`src/rtl/ddr_tx_pkg.sv`:
```
// Shared definitions for the HDR-DDR transmit framer.
//   state_e        : framer FSM states
//   PRE_*/CRC_*    : word preambles, CRC token and CRC seed
//   ddr_parity     : 2-bit DDR word parity {PA1, PA0}
//   ddr_crc5_word  : CRC-5 (x^5+x^2+1) advanced over one 16-bit word, MSB first
package ddr_tx_pkg;

  typedef enum logic [2:0] {
    ST_IDLE,
    ST_CMD,
    ST_DATA,
    ST_CRC,
    ST_DONE
  } state_e;

  localparam logic [1:0]  PRE_CMD   = 2'b01;
  localparam logic [1:0]  PRE_DATA  = 2'b10;
  localparam logic [3:0]  CRC_TOKEN = 4'hC;
  localparam logic [4:0]  CRC_INIT  = 5'h1F;
  localparam logic [4:0]  CRC_POLY  = 5'b00101;
  localparam int unsigned WORD_BITS = 20;
  localparam int unsigned CRC_BITS  = 11;

  function automatic logic [1:0] ddr_parity(input logic [15:0] d);
    logic pa1;
    logic pa0;
    pa1 = 1'b0;
    pa0 = 1'b1;
    for (int unsigned i = 0; i < 8; i++) begin
      pa1 ^= d[2*i+1];
      pa0 ^= d[2*i];
    end
    return {pa1, pa0};
  endfunction

  function automatic logic [4:0] ddr_crc5_word(input logic [4:0] crc, input logic [15:0] d);
    logic [4:0] c;
    logic       fb;
    c = crc;
    for (int unsigned i = 16; i > 0; i--) begin
      fb = c[4] ^ d[i-1];
      c  = {c[3:0], 1'b0};
      if (fb) c ^= CRC_POLY;
    end
    return c;
  endfunction

  function automatic logic [19:0] ddr_frame_word(input logic [1:0] pre, input logic [15:0] d);
    return {pre, d, ddr_parity(d)};
  endfunction

endpackage

```
`src/rtl/ddr_tx_shifter.sv`:
```
// 20-bit load/shift register with bit counter; bit 19 drives SDA directly.
//   clk_i, rst_ni : clock, async active-low reset
//   clr_i         : fill with IDLE_LEVEL and zero the counter
//   load_i/word_i : load a new word (MSB first), counter to 0
//   shift_i       : advance one bit, counter +1
//   bit_o         : current serial bit (registered)
//   cnt_o         : index of the bit currently on bit_o
module ddr_tx_shifter #(
  parameter logic IDLE_LEVEL = 1'b1
) (
  input  logic        clk_i,
  input  logic        rst_ni,
  input  logic        clr_i,
  input  logic        load_i,
  input  logic [19:0] word_i,
  input  logic        shift_i,
  output logic        bit_o,
  output logic [4:0]  cnt_o
);

  logic [19:0] sr_q;
  logic [4:0]  cnt_q;

  always_ff @(posedge clk_i or negedge rst_ni) begin
    if (!rst_ni) begin
      sr_q  <= {20{IDLE_LEVEL}};
      cnt_q <= '0;
    end else if (clr_i) begin
      sr_q  <= {20{IDLE_LEVEL}};
      cnt_q <= '0;
    end else if (load_i) begin
      sr_q  <= word_i;
      cnt_q <= '0;
    end else if (shift_i) begin
      sr_q  <= {sr_q[18:0], IDLE_LEVEL};
      cnt_q <= cnt_q + 5'd1;
    end
  end

  assign bit_o = sr_q[19];
  assign cnt_o = cnt_q;

endmodule

```
`src/rtl/ddr_tx_framer.sv`:
```
// HDR-DDR transmit framer: command word, up to MAX_WORDS data words pulled
// from the register file, then an optional CRC word, one bit per SCL strobe.
//   i_sys_clk, i_sys_rst_n         : clock, async active-low reset
//   i_sclgen_scl_pos/neg_edge      : bit-slot strobes (OR-ed into one slot)
//   i_ddrccc_tx_en/cmd/word_count  : frame start request (IDLE only)
//   i_regf_data/_valid, o_regf_rd_en : data word source and pop
//   o_sdahnd_serial_data           : serial SDA
//   o_ddrccc_busy/mode_done/underrun : status
module ddr_tx_framer
  import ddr_tx_pkg::*;
#(
  parameter int unsigned MAX_WORDS  = 32,
  parameter int unsigned CNT_W      = $clog2(MAX_WORDS + 1),
  parameter bit          CRC_EN     = 1'b1,
  parameter logic        IDLE_LEVEL = 1'b1
) (
  input  logic             i_sys_clk,
  input  logic             i_sys_rst_n,
  input  logic             i_sclgen_scl_pos_edge,
  input  logic             i_sclgen_scl_neg_edge,
  input  logic             i_ddrccc_tx_en,
  input  logic [15:0]      i_ddrccc_cmd_word,
  input  logic [CNT_W-1:0] i_ddrccc_word_count,
  input  logic [15:0]      i_regf_data,
  input  logic             i_regf_data_valid,
  output logic             o_regf_rd_en,
  output logic             o_sdahnd_serial_data,
  output logic             o_ddrccc_busy,
  output logic             o_ddrccc_mode_done,
  output logic             o_ddrccc_underrun
);

  state_e           state_q, state_d;
  logic [CNT_W-1:0] left_q, left_d;
  logic             has_data_q, has_data_d;
  logic [4:0]       crc_q, crc_d;
  logic             busy_q, busy_d;
  logic             rd_en_q, rd_en_d;
  logic             done_q, done_d;
  logic             unr_q, unr_d;

  logic             sh_clr, sh_load, sh_shift;
  logic [19:0]      sh_word;
  logic [4:0]       sh_cnt;
  logic             slot, last_bit;
  logic [CNT_W-1:0] cnt_clamped;

  assign slot        = i_sclgen_scl_pos_edge | i_sclgen_scl_neg_edge;
  assign last_bit    = (state_q == ST_CRC) ? (sh_cnt == 5'(CRC_BITS - 1))
                                           : (sh_cnt == 5'(WORD_BITS - 1));
  assign cnt_clamped = (i_ddrccc_word_count > CNT_W'(MAX_WORDS)) ? CNT_W'(MAX_WORDS)
                                                                 : i_ddrccc_word_count;

  always_comb begin
    state_d    = state_q;
    left_d     = left_q;
    has_data_d = has_data_q;
    crc_d      = crc_q;
    busy_d     = busy_q;
    rd_en_d    = 1'b0;
    done_d     = 1'b0;
    unr_d      = 1'b0;
    sh_clr     = 1'b0;
    sh_load    = 1'b0;
    sh_shift   = 1'b0;
    sh_word    = '0;

    unique case (state_q)
      ST_IDLE: begin
        busy_d = 1'b0;
        if (i_ddrccc_tx_en) begin
          state_d    = ST_CMD;
          left_d     = cnt_clamped;
          has_data_d = (cnt_clamped != '0);
          crc_d      = CRC_INIT;
          busy_d     = 1'b1;
          sh_load    = 1'b1;
          sh_word    = ddr_frame_word(PRE_CMD, i_ddrccc_cmd_word);
        end
      end

      ST_CMD, ST_DATA, ST_CRC: begin
        if (slot) begin
          if (!last_bit) begin
            sh_shift = 1'b1;
          end else if (state_q != ST_CRC && left_q != '0) begin
            // Next data word is fetched on the final strobe of the current
            // word so it starts on the very next slot without a gap.
            if (i_regf_data_valid) begin
              state_d = ST_DATA;
              left_d  = left_q - CNT_W'(1);
              crc_d   = ddr_crc5_word(crc_q, i_regf_data);
              rd_en_d = 1'b1;
              sh_load = 1'b1;
              sh_word = ddr_frame_word(PRE_DATA, i_regf_data);
            end else begin
              state_d = ST_IDLE;
              crc_d   = CRC_INIT;
              busy_d  = 1'b0;
              unr_d   = 1'b1;
              sh_clr  = 1'b1;
            end
          end else if (state_q != ST_CRC && CRC_EN && has_data_q) begin
            state_d = ST_CRC;
            sh_load = 1'b1;
            sh_word = {PRE_CMD, CRC_TOKEN, crc_q, 9'd0};
          end else begin
            state_d = ST_DONE;
            busy_d  = 1'b0;
            done_d  = 1'b1;
            sh_clr  = 1'b1;
          end
        end
      end

      ST_DONE: begin
        state_d = ST_IDLE;
        crc_d   = CRC_INIT;
      end

      default: begin
        state_d = ST_IDLE;
        busy_d  = 1'b0;
        sh_clr  = 1'b1;
      end
    endcase
  end

  always_ff @(posedge i_sys_clk or negedge i_sys_rst_n) begin
    if (!i_sys_rst_n) begin
      state_q    <= ST_IDLE;
      left_q     <= '0;
      has_data_q <= 1'b0;
      crc_q      <= CRC_INIT;
      busy_q     <= 1'b0;
      rd_en_q    <= 1'b0;
      done_q     <= 1'b0;
      unr_q      <= 1'b0;
    end else begin
      state_q    <= state_d;
      left_q     <= left_d;
      has_data_q <= has_data_d;
      crc_q      <= crc_d;
      busy_q     <= busy_d;
      rd_en_q    <= rd_en_d;
      done_q     <= done_d;
      unr_q      <= unr_d;
    end
  end

  ddr_tx_shifter #(
    .IDLE_LEVEL(IDLE_LEVEL)
  ) u_shifter (
    .clk_i  (i_sys_clk),
    .rst_ni (i_sys_rst_n),
    .clr_i  (sh_clr),
    .load_i (sh_load),
    .word_i (sh_word),
    .shift_i(sh_shift),
    .bit_o  (o_sdahnd_serial_data),
    .cnt_o  (sh_cnt)
  );

  assign o_regf_rd_en       = rd_en_q;
  assign o_ddrccc_busy      = busy_q;
  assign o_ddrccc_mode_done = done_q;
  assign o_ddrccc_underrun  = unr_q;

endmodule

```
`config.mk`:
```
export PLATFORM = sky130hd
export DESIGN_NAME = ddr_tx_framer
export DESIGN_NICKNAME = d
export VERILOG_FILES = /design/src/rtl/ddr_tx_pkg.sv /design/src/rtl/ddr_tx_shifter.sv /design/src/rtl/ddr_tx_framer.sv
export SDC_FILE = /design/constraint.sdc
export NUM_CORES = 1
export LEC_CHECK = 0
export CORE_AREA = 2 2 98 100
export DETAILED_ROUTE_END_ITERATION = 12
export DIE_AREA = 0 0 100 102
export PLACE_DENSITY = 0.61
export SLEW_MARGIN = 20
export SYNTH_ARGS = -nofsm -noshare
export SYNTH_HDL_FRONTEND = slang
export SYNTH_SLANG_ARGS = --single-unit
export TNS_END_PERCENT = 5
```
`constraint.sdc`:
```
create_clock -name i_sys_clk -period 2.3 [get_ports i_sys_clk]
set_input_delay 0.69 -clock i_sys_clk [delete_from_list [all_inputs] [get_ports i_sys_clk]]
set_output_delay 0.69 -clock i_sys_clk [all_outputs]
set_load 0.01 [all_outputs]
```
==> summary.md, run 1 <==
Among cell families on the critical path, the largest total delay comes from simple AND/OR/NAND/NOR gates. For the pin with the worst max-slew slack, the measured transition is 493.6 ps. The clock sink count came out at 44.

Each instance of the synthesized netlist takes up on average 9.230 um2. Synthesis instantiated 58 different standard cells from the library. Across the run, the number of max-cap violations was 0.

The starting density of the core was 0.3466. CTS placed an instance of sky130_fd_sc_hd__clkbuf_8 at the clock tree root. The register area share after synthesis was 0.3587. Master of the slowest instance on the critical path: sky130_fd_sc_hd__or4b_4. The critical path data arrival time was 2510 ps.

For this block, the initial DRC count from the detailed router was 145. TritonCTS built the clock tree. By area the synthesized netlist is led by sky130_fd_sc_hd__dfstp_2, sky130_fd_sc_hd__dfrtp_1, sky130_fd_sc_hd__xnor2_1. The initial antenna violation count was 0; the floorplan die width was 100 um.

The maximum single-stage delay on the critical path came out at 460 ps. Setup repair after global routing could not meet its margin everywhere. The post-synth net total was 388; the number of placement rows was 35. For this run, the number of Yosys warnings is 0. Clock-pin slew was measured on the worst setup and hold paths at 90 ps. The primary flip-flop cell chosen by synthesis mapping is sky130_fd_sc_hd__dfstp_2.

Final count of negative-setup-slack endpoints: 0. Length of the first detailed-routing pass in iterations: 5. The logs give 440.6 MHz for the maximum clock frequency and 0 for the final count of pins violating max slew.

The worst setup slack after placement was -373.5 ps; the leakage power summed over all cells was 0.001802 uW. The number of setup buffers added after CTS is 0. The flow ran to the end, and the final reports show no timing, DRC or antenna violations. The weighted congestion reported at the end of routability-driven placement came out at 0.9029. For this design the ratio of total power to cell area is 908.1 nW/um2. Final non-filler cell total: 547.

The run gives 7.503 ps as the worst clock skew. The number of global-route vias before repair was 2797. The die covers 10200 um2. The synthesized instance count came out at 342.

The placed instances occupy a cell area of 4110 um2. The number of antenna diodes in the final layout is 0. Summed over all failing endpoints, the final setup total negative slack is 0 ps.

The most instantiated library cell after synthesis was sky130_fd_sc_hd__xnor2_1. Portion of synthesized cell area occupied by the leading cell type: 0.2081. Vias after detailed routing: 2780.

The commonest cells after synthesis are sky130_fd_sc_hd__xnor2_1, sky130_fd_sc_hd__a21oi_1, sky130_fd_sc_hd__nor2_1. Along the worst path, the maximum fanout reaches 5. The placed wire-length estimate after detailed placement was 6355 um; the wire length of the first global-routing pass was 13590 um. The tools report the type of origin of the critical path as a flop. The async set-reset flop share out of synthesis came out at 1.000.

Clock latency on the worst-skew pair, taken at its later pin, is 310 ps. Entering global routing, the biggest net connects 23 pins. The biggest area contributor in the post-synthesis netlist is sky130_fd_sc_hd__dfstp_2.

The clock tree synthesis step divided the H-tree into 2 levels. Summed over all layers, the global routing overflow is 0. The start-to-end type of the worst setup path is flop to flop.

During placement, the flow inserted port buffers numbering 48. From bottom edge to top edge, the die measures 102 um. The standard cell core area came out at 9109 um2. The number of design rule violations left after detail routing is 0, and the residual antenna-violating net count after detailed routing is 0.

The number of buffers inserted during clock tree synthesis was 5. After synthesis the cells add up to 3157 um2. In this run the deepest clock path goes through 2 buffers. The run gives 0.1681 as the global router's overall resource usage. Proportion of layout cells with a drive suffix above 1: 0.2959.

Subtracting the final worst setup slack from the clock period gives 2270 ps. The net count of the finished layout is 481. The logs give 30.29 ps for the worst path setup slack after routing and 2540 ps for the data required time of the critical path. The number of enable-type register cells in the synthesized netlist works out to 0.

The tools report the maximum resistive drop on vdd as 0.3594 mV. 49 I/O pins were placed. The sort of element at the end of the critical path is a flop. The average wire length per cell after detail routing was 14.95 um. Once layout is done, the placed cells without fillers occupy 4315 um2. The total placed cells including tap cells is 538. For the hold violation count in the final report, the log shows 0. The worst slew margin relative to its limit is 0.6709, and the number of flip-flops and latches in the synthesized netlist is 44. The classification of the worst-slack hold path is input port to asynchronous set/reset pin. Dividing the detail-routed via count by the number of cells gives 5.082. The area growth from synthesis to layout is 36.70%. The buffering stage count on the worst path with inverters included was 1. Traced cell by cell, the critical path runs through inv_2, ha_4, or4b_4, or3b_4, a21oi_4, and2_4, a2bb2oi_2, o21ai_1. The total detailed-routing wirelength came out at 8180 um.

The fraction of the cycle the final worst path needs works out to 0.9868.
==> power breakdown <==
| group | total [uW] | switching (uW) | internal [uW] |
|---|---|---|---|
| clock | 615 | 292 | 323 |
| sequential | 1380 | 205 | 1170 |
| combinational | 1930 | 953 | 972 |
==> sequential cells by signal (all words and copies together), names as in the netlist, 3 cells and up <==
signal and count:
crc_q 5, state_q 3, left_q 6, u_shifter.cnt_o 5, u_shifter.sr_q 20
==> kinds of logic after synthesis <==
group / count (synthesis) / share of synthesized area
adders and majority gates: 2 / 0.007926
buffers and inverters: 26 / 0.04717
and+or+nand+nor: 97 / 0.1550
DFF: 44 / 0.3587
xor gates and xnor gates: 63 / 0.1906
muxes: 3 / 0.01387
AOI/OAI and AO/OA: 107 / 0.2267
==> final cells by class <==
cell class	instances	area, um2
multi-input cells	273	1956
well taps	111	138.9
clock inverters	2	35.03
clock buffers	6	72.57
fillers	874	4793
repair buffers	105	958.4
flip-flops and latches	44	1132
inverters	6	22.52
==> routing by layer <==
metal / GRT usage / vias to the layer above / share of wire
met1: 0.2248 / 1322 / 0.44
met5: 0 / - / 0
met3: 0.02531 / 10 / 0.042
li1: - / 1390 / -
met2: 0.2869 / 58 / 0.50
met4: 0.04426 / 0 / 0.016
==> per-stage QoR <==
stage / hold slack, ps / utilization / total power, uW
6_report: 275.7 / 0.4738 / 3919
5_1_grt: 289.7 / 0.4738 / 4233
4_1_cts: 280.4 / 0.4641 / 3876
3_5_place_dp: 453.9 / 0.4512 / 3245
3_3_place_gp: 452.3 / 0.4512 / 3214
2_1_floorplan: 394.4 / - / 2596
==> placed cells by master (no fill, tap or decap), types with 3 or more instances in the layout <==
cell type,netlist,layout
sky130_fd_sc_hd__nor2_1,34,34
sky130_fd_sc_hd__xor2_1,10,9
sky130_fd_sc_hd__a31oi_1,3,3
sky130_fd_sc_hd__xnor2_1,49,46
sky130_fd_sc_hd__nor3_1,3,3
sky130_fd_sc_hd__buf_12,0,3
sky130_fd_sc_hd__o22ai_1,8,8
sky130_fd_sc_hd__dfstp_2,25,25
sky130_fd_sc_hd__o21ai_1,15,15
sky130_fd_sc_hd__nand3b_1,4,4
sky130_fd_sc_hd__o211ai_1,6,6
sky130_fd_sc_hd__dlymetal6s2s_1,0,7
sky130_fd_sc_hd__a2bb2oi_2,9,9
sky130_fd_sc_hd__inv_2,1,3
sky130_fd_sc_hd__a21oi_1,34,32
sky130_fd_sc_hd__dfrtp_1,19,19
sky130_fd_sc_hd__clkdlybuf4s50_1,0,40
sky130_fd_sc_hd__inv_1,5,3
sky130_fd_sc_hd__buf_4,0,54
sky130_fd_sc_hd__nand3_1,5,5
sky130_fd_sc_hd__xnor2_2,1,4
sky130_fd_sc_hd__o21ai_0,16,15
sky130_fd_sc_hd__clkbuf_8,0,5
sky130_fd_sc_hd__nand2_1,29,28
==> worst paths after layout <==
check	cells past startpoint	end	slack [ps]	startpoint
min	1	left_q[0]	280	i_sys_rst_n
max reg2reg	8	u_shifter.sr_q[3]	30	left_q[1]
min in group i_sys_clk	2	u_shifter.sr_q[19]	460	u_shifter.sr_q[19]
max in group asynchronous	2	u_shifter.sr_q[8]	1380	i_sys_rst_n
max	8	u_shifter.sr_q[3]	30	left_q[1]
min reg2reg	2	u_shifter.sr_q[19]	460	u_shifter.sr_q[19]
==> timing repair <==
item                                    in CTS  in global routing
endpoints found under the setup margin       6                 24
cloned                                       0                  1
pin swaps                                    5                 22
gates resized for setup                      2                 22
hold buffers                                 0                  0
(Power assumes the default switching activity.)
==> run 2, diff against run 1 <==
--- a/config.mk
+++ b/config.mk
@@ -9,5 +9,5 @@
 export DETAILED_ROUTE_END_ITERATION = 12
 export DIE_AREA = 0 0 100 102
-export PLACE_DENSITY = 0.61
+export PLACE_DENSITY = 0.59
 export SLEW_MARGIN = 20
 export SYNTH_ARGS = -nofsm -noshare
==> constraint.sdc (replaced) <==
create_clock -name i_sys_clk -period 2.5 [get_ports i_sys_clk]
set_input_delay 0.75 -clock i_sys_clk [delete_from_list [all_inputs] [get_ports i_sys_clk]]
set_output_delay 0.75 -clock i_sys_clk [all_outputs]
set_load 0.1 [all_outputs]
==> run 2 against run 1 <==
Compared with the run above:
- power down 9.9%
- first-iteration DRC count down 39%
- non-clock buffer count down 11
- via count down 3.1%
- die area unchanged
- critical path type is now input port to flop
- flip-flop and latch count unchanged
- routed wire length down 1.8%
- cell count down 2.2%
- core utilization down 2.0 points
- design area down 4.1%
- hold slack better by 160 ps
==> summary.md, run 2 (synthesis results as in run 1) <==
The worst setup slack after placement was -309.4 ps (was -373.5 ps); the number of global-route vias before repair was 2651 (was 2797). For the data required time of the critical path, the log shows 2690 ps (was 2540 ps). Top Registers: u_shifter.sr_q x20, left_q x6 (unchanged).

The total detailed-routing wirelength is 8032 um (was 8180 um), and the clock transition at the registers of the reported paths is 90 ps (about the same). The fraction of the cycle the final worst path needs is 0.9765. The type of origin of the critical path was an input port (was a flop). The post-synthesis to final-layout area growth works out to 31.03% (was 36.70%). For the filler cell count, the log shows 904 (was 874). The run gives 12880 um (was 13590 um) as the wire length of the first global-routing pass. Worst slew margin relative to its limit: 0.6262 (was 0.6709). Setup repair after global routing could not meet its margin everywhere.

The run gives 10200 um2 (unchanged) as the area enclosed by the die boundary. The top cell family by delay on the critical path was XOR/XNOR gates (was simple AND/OR/NAND/NOR gates). The number of placement rows is 35 (unchanged). The logs give 2694 (was 2780) for the vias after detailed routing and 0.001666 uW (was 0.001802 uW) for the leakage power summed over all cells.

The die height was 102 um (unchanged). Master of the slowest instance on the critical path: sky130_fd_sc_hd__clkdlybuf4s50_1 (was sky130_fd_sc_hd__or4b_4). Number of design rule violations left after detail routing: 0 (unchanged).

The buffering stage count on the worst path with inverters included works out to 1 (unchanged). Maximum single-stage delay on the critical path: 480 ps (was 460 ps). The highest fanout seen on the critical path was 2 (was 5); the number of gates on the worst path with buffers counted was 7 (was 8).

For the length of the first detailed-routing pass in iterations, the log shows 4 (was 5). The overall power after layout was 3530 uW (was 3919 uW); the count of pins on the block boundary was 49 (unchanged). For the buffer depth of the longest clock path, the log shows 2 (unchanged).

Cell chosen for the clock root: sky130_fd_sc_hd__clkbuf_8 (unchanged). Start-to-end type of the worst setup path: input port to flop (was flop to flop). For the total placed cells including tap cells, the log shows 527 (was 538). Derived from the worst setup path, the maximum achievable clock frequency is 409.6 MHz. The number of flip-flops in the largest register was 20 (unchanged). TritonCTS built the clock tree. Placed wire-length estimate after detailed placement: 6320 um (was 6355 um). The run gives 0 (unchanged) as the final count of negative-setup-slack endpoints. The tools report the standard cell core area as 9109 um2 (unchanged). The count of antenna diodes in the layout is 0 (unchanged). The transition time of the tightest slew-check pin was 560.8 ps (was 493.6 ps).

The floorplan die width works out to 100 um (unchanged). Overflow left after global routing: 0 (unchanged). The tools report the final non-filler cell total as 535 (was 547). The classification of the worst-slack hold path was input port to asynchronous set/reset pin (unchanged). The via density per instance was 5.036 (was 5.082); the clock sink count was 44 (unchanged).

The buffer count from post-CTS setup fixing came out at 0 (unchanged). The tools report the area taken by multi-input logic gates as 1888 um2 (was 1956 um2). The final critical delay including setup and external delays works out to 2441 ps. The pin count of the biggest net entering global routing was 25 (was 23); the DRC marker count from the first detailed-route iteration was 88 (was 145).

For the residual antenna-violating net count after detailed routing, the log shows 0 (unchanged). The endpoint of the most critical setup path is crc_q[1] (was u_shifter.sr_q[3]). The number of buffers inserted during clock tree synthesis came out at 5 (unchanged). The area taken by flip-flops and latches is 1132 um2 (unchanged), and the hold violation count in the final report is 0 (unchanged). The proportion of layout cells with a drive suffix above 1 came out at 0.2642 (was 0.2959).

The worst-case register-to-register setup slack came out at 120 ps (was 30 ps). Largest register by flop count: u_shifter.sr_q (unchanged). The weighted congestion reported at the end of routability-driven placement was 0.8568 (was 0.9029). Commonest non-fill, non-tap cells in the layout: sky130_fd_sc_hd__xnor2_1, sky130_fd_sc_hd__buf_4, sky130_fd_sc_hd__clkdlybuf4s50_1, sky130_fd_sc_hd__nor2_1, sky130_fd_sc_hd__a21oi_1 (was sky130_fd_sc_hd__buf_4, sky130_fd_sc_hd__xnor2_1, sky130_fd_sc_hd__clkdlybuf4s50_1, sky130_fd_sc_hd__nor2_1, sky130_fd_sc_hd__a21oi_1). For the total number of nets in the final design, the log shows 469 (was 481). The count of input and output buffers is 48 (unchanged), and the global router's overall resource usage is 0.1583 (was 0.1681). The worst path setup slack after routing is 58.63 ps (was 30.29 ps). The launch point of the critical path was i_regf_data[10] (was left_q[1]).

The depth of the most critical reg-to-reg path came out at 8 (unchanged). The maximum resistive drop on vdd was 0.3326 mV (was 0.3594 mV). The total of max-cap violations was 0 (unchanged).

Launching point of the worst reg2reg path: left_q[0] (was left_q[1]). The average wire length per cell after detail routing is 15.01 um (was 14.95 um). Chain of cells forming the critical path: clkdlybuf4s50_1, xnor3_1, xnor3_2, xor2_2, xnor2_1, nor3_1, a311oi_1 (was inv_2, ha_4, or4b_4, or3b_4, a21oi_4, and2_4, a2bb2oi_2, o21ai_1). The power density over the cells is 853.3 nW/um2 (was 908.1 nW/um2). The worst clock skew was 10.82 ps (was 7.503 ps). The run finished with clean final reports. The critical register-to-register path endpoint was u_shifter.sr_q[5] (was u_shifter.sr_q[3]).

The tools report the count of H-tree levels built during CTS as 2 (unchanged). The logs give 0.3466 (unchanged) for the starting density of the core and 0 (unchanged) for the final count of pins violating max slew. The logs give 2630 ps (was 2510 ps) for the critical path data arrival time and 0 (unchanged) for the initial antenna violation count. The tools report the sort of element at the end of the critical path as a flop (unchanged). The most frequent standard cell in the layout excluding fill and tap cells is sky130_fd_sc_hd__xnor2_1 (was sky130_fd_sc_hd__buf_4). The run gives 300 ps (was 310 ps) as the later-pin clock latency in the skew report.
## run 2: cell count changes in the layout (fill, tap and decap cells not counted), sizes merged
cell           change
and2               -1
bufinv             -1
dlymetal6s2s       -7
clkdlybuf4s50      +2
inv                +1
buf                -6
## run 2: power breakdown
part | leakage (uW) | internal (uW) | total [uW] | switching, uW
clock network | 0.0000516 | 227 | 489 | 262
registers | 0.000508 | 1080 | 1270 | 191
logic | 0.00111 | 812 | 1770 | 959
## run 2: timing repair
item	CTS	global route
resized for setup	0	2
endpoints found under the setup margin	0	4
hold buffers	0	0
## run 2: through the flow
| step | hold slack, ps | setup TNS, ps | cell area (um2) | utilization |
|---|---|---|---|---|
| floorplan | 443.8 | 0 | 3157 | - |
| CTS | 452.5 | 0 | 4124 | 0.4527 |
| finish | 435.4 | 0 | 4136 | 0.4541 |
| global route | 467.9 | -43.92 | 4136 | 0.4541 |
| detailed placement | 455.1 | -1120 | 4028 | 0.4422 |
| global placement | 451.5 | -778.1 | 4028 | 0.4422 |
## run 2: layer usage
metal / up-vias / part of all wire / GRT usage
met4: 0 / 0.0055 / 0.02529
met2: 40 / 0.49 / 0.2723
met3: 4 / 0.035 / 0.03078
met5: - / 0 / 0
met1: 1287 / 0.47 / 0.2121
li1: 1363 / - / -
## run 2: worst min-delay path by stage
stage / endpoint / depth (start not counted) / slack (ps) / startpoint
finish: u_shifter.cnt_o[4] / 1 / 440 / i_sys_rst_n
global route: u_shifter.cnt_o[4] / 1 / 470 / i_sys_rst_n
CTS: u_shifter.cnt_o[4] / 1 / 450 / i_sys_rst_n
detailed placement: u_shifter.sr_q[5] / 2 / 460 / u_shifter.sr_q[5]
global placement: u_shifter.sr_q[5] / 2 / 450 / u_shifter.sr_q[5]
floorplan: u_shifter.sr_q[14] / 2 / 440 / u_shifter.sr_q[14]
## run 2: layout make-up
| class | count | area share |
|---|---|---|
| Multi-Input combinational cell | 272 | 0.4564 |
| Clock buffer | 6 | 0.01996 |
| Tap cell | 111 | 0.03358 |
| Sequential cell | 44 | 0.2737 |
| Timing Repair Buffer | 94 | 0.2075 |
| Inverter | 6 | 0.005445 |
| Clock inverter | 2 | 0.003327 |
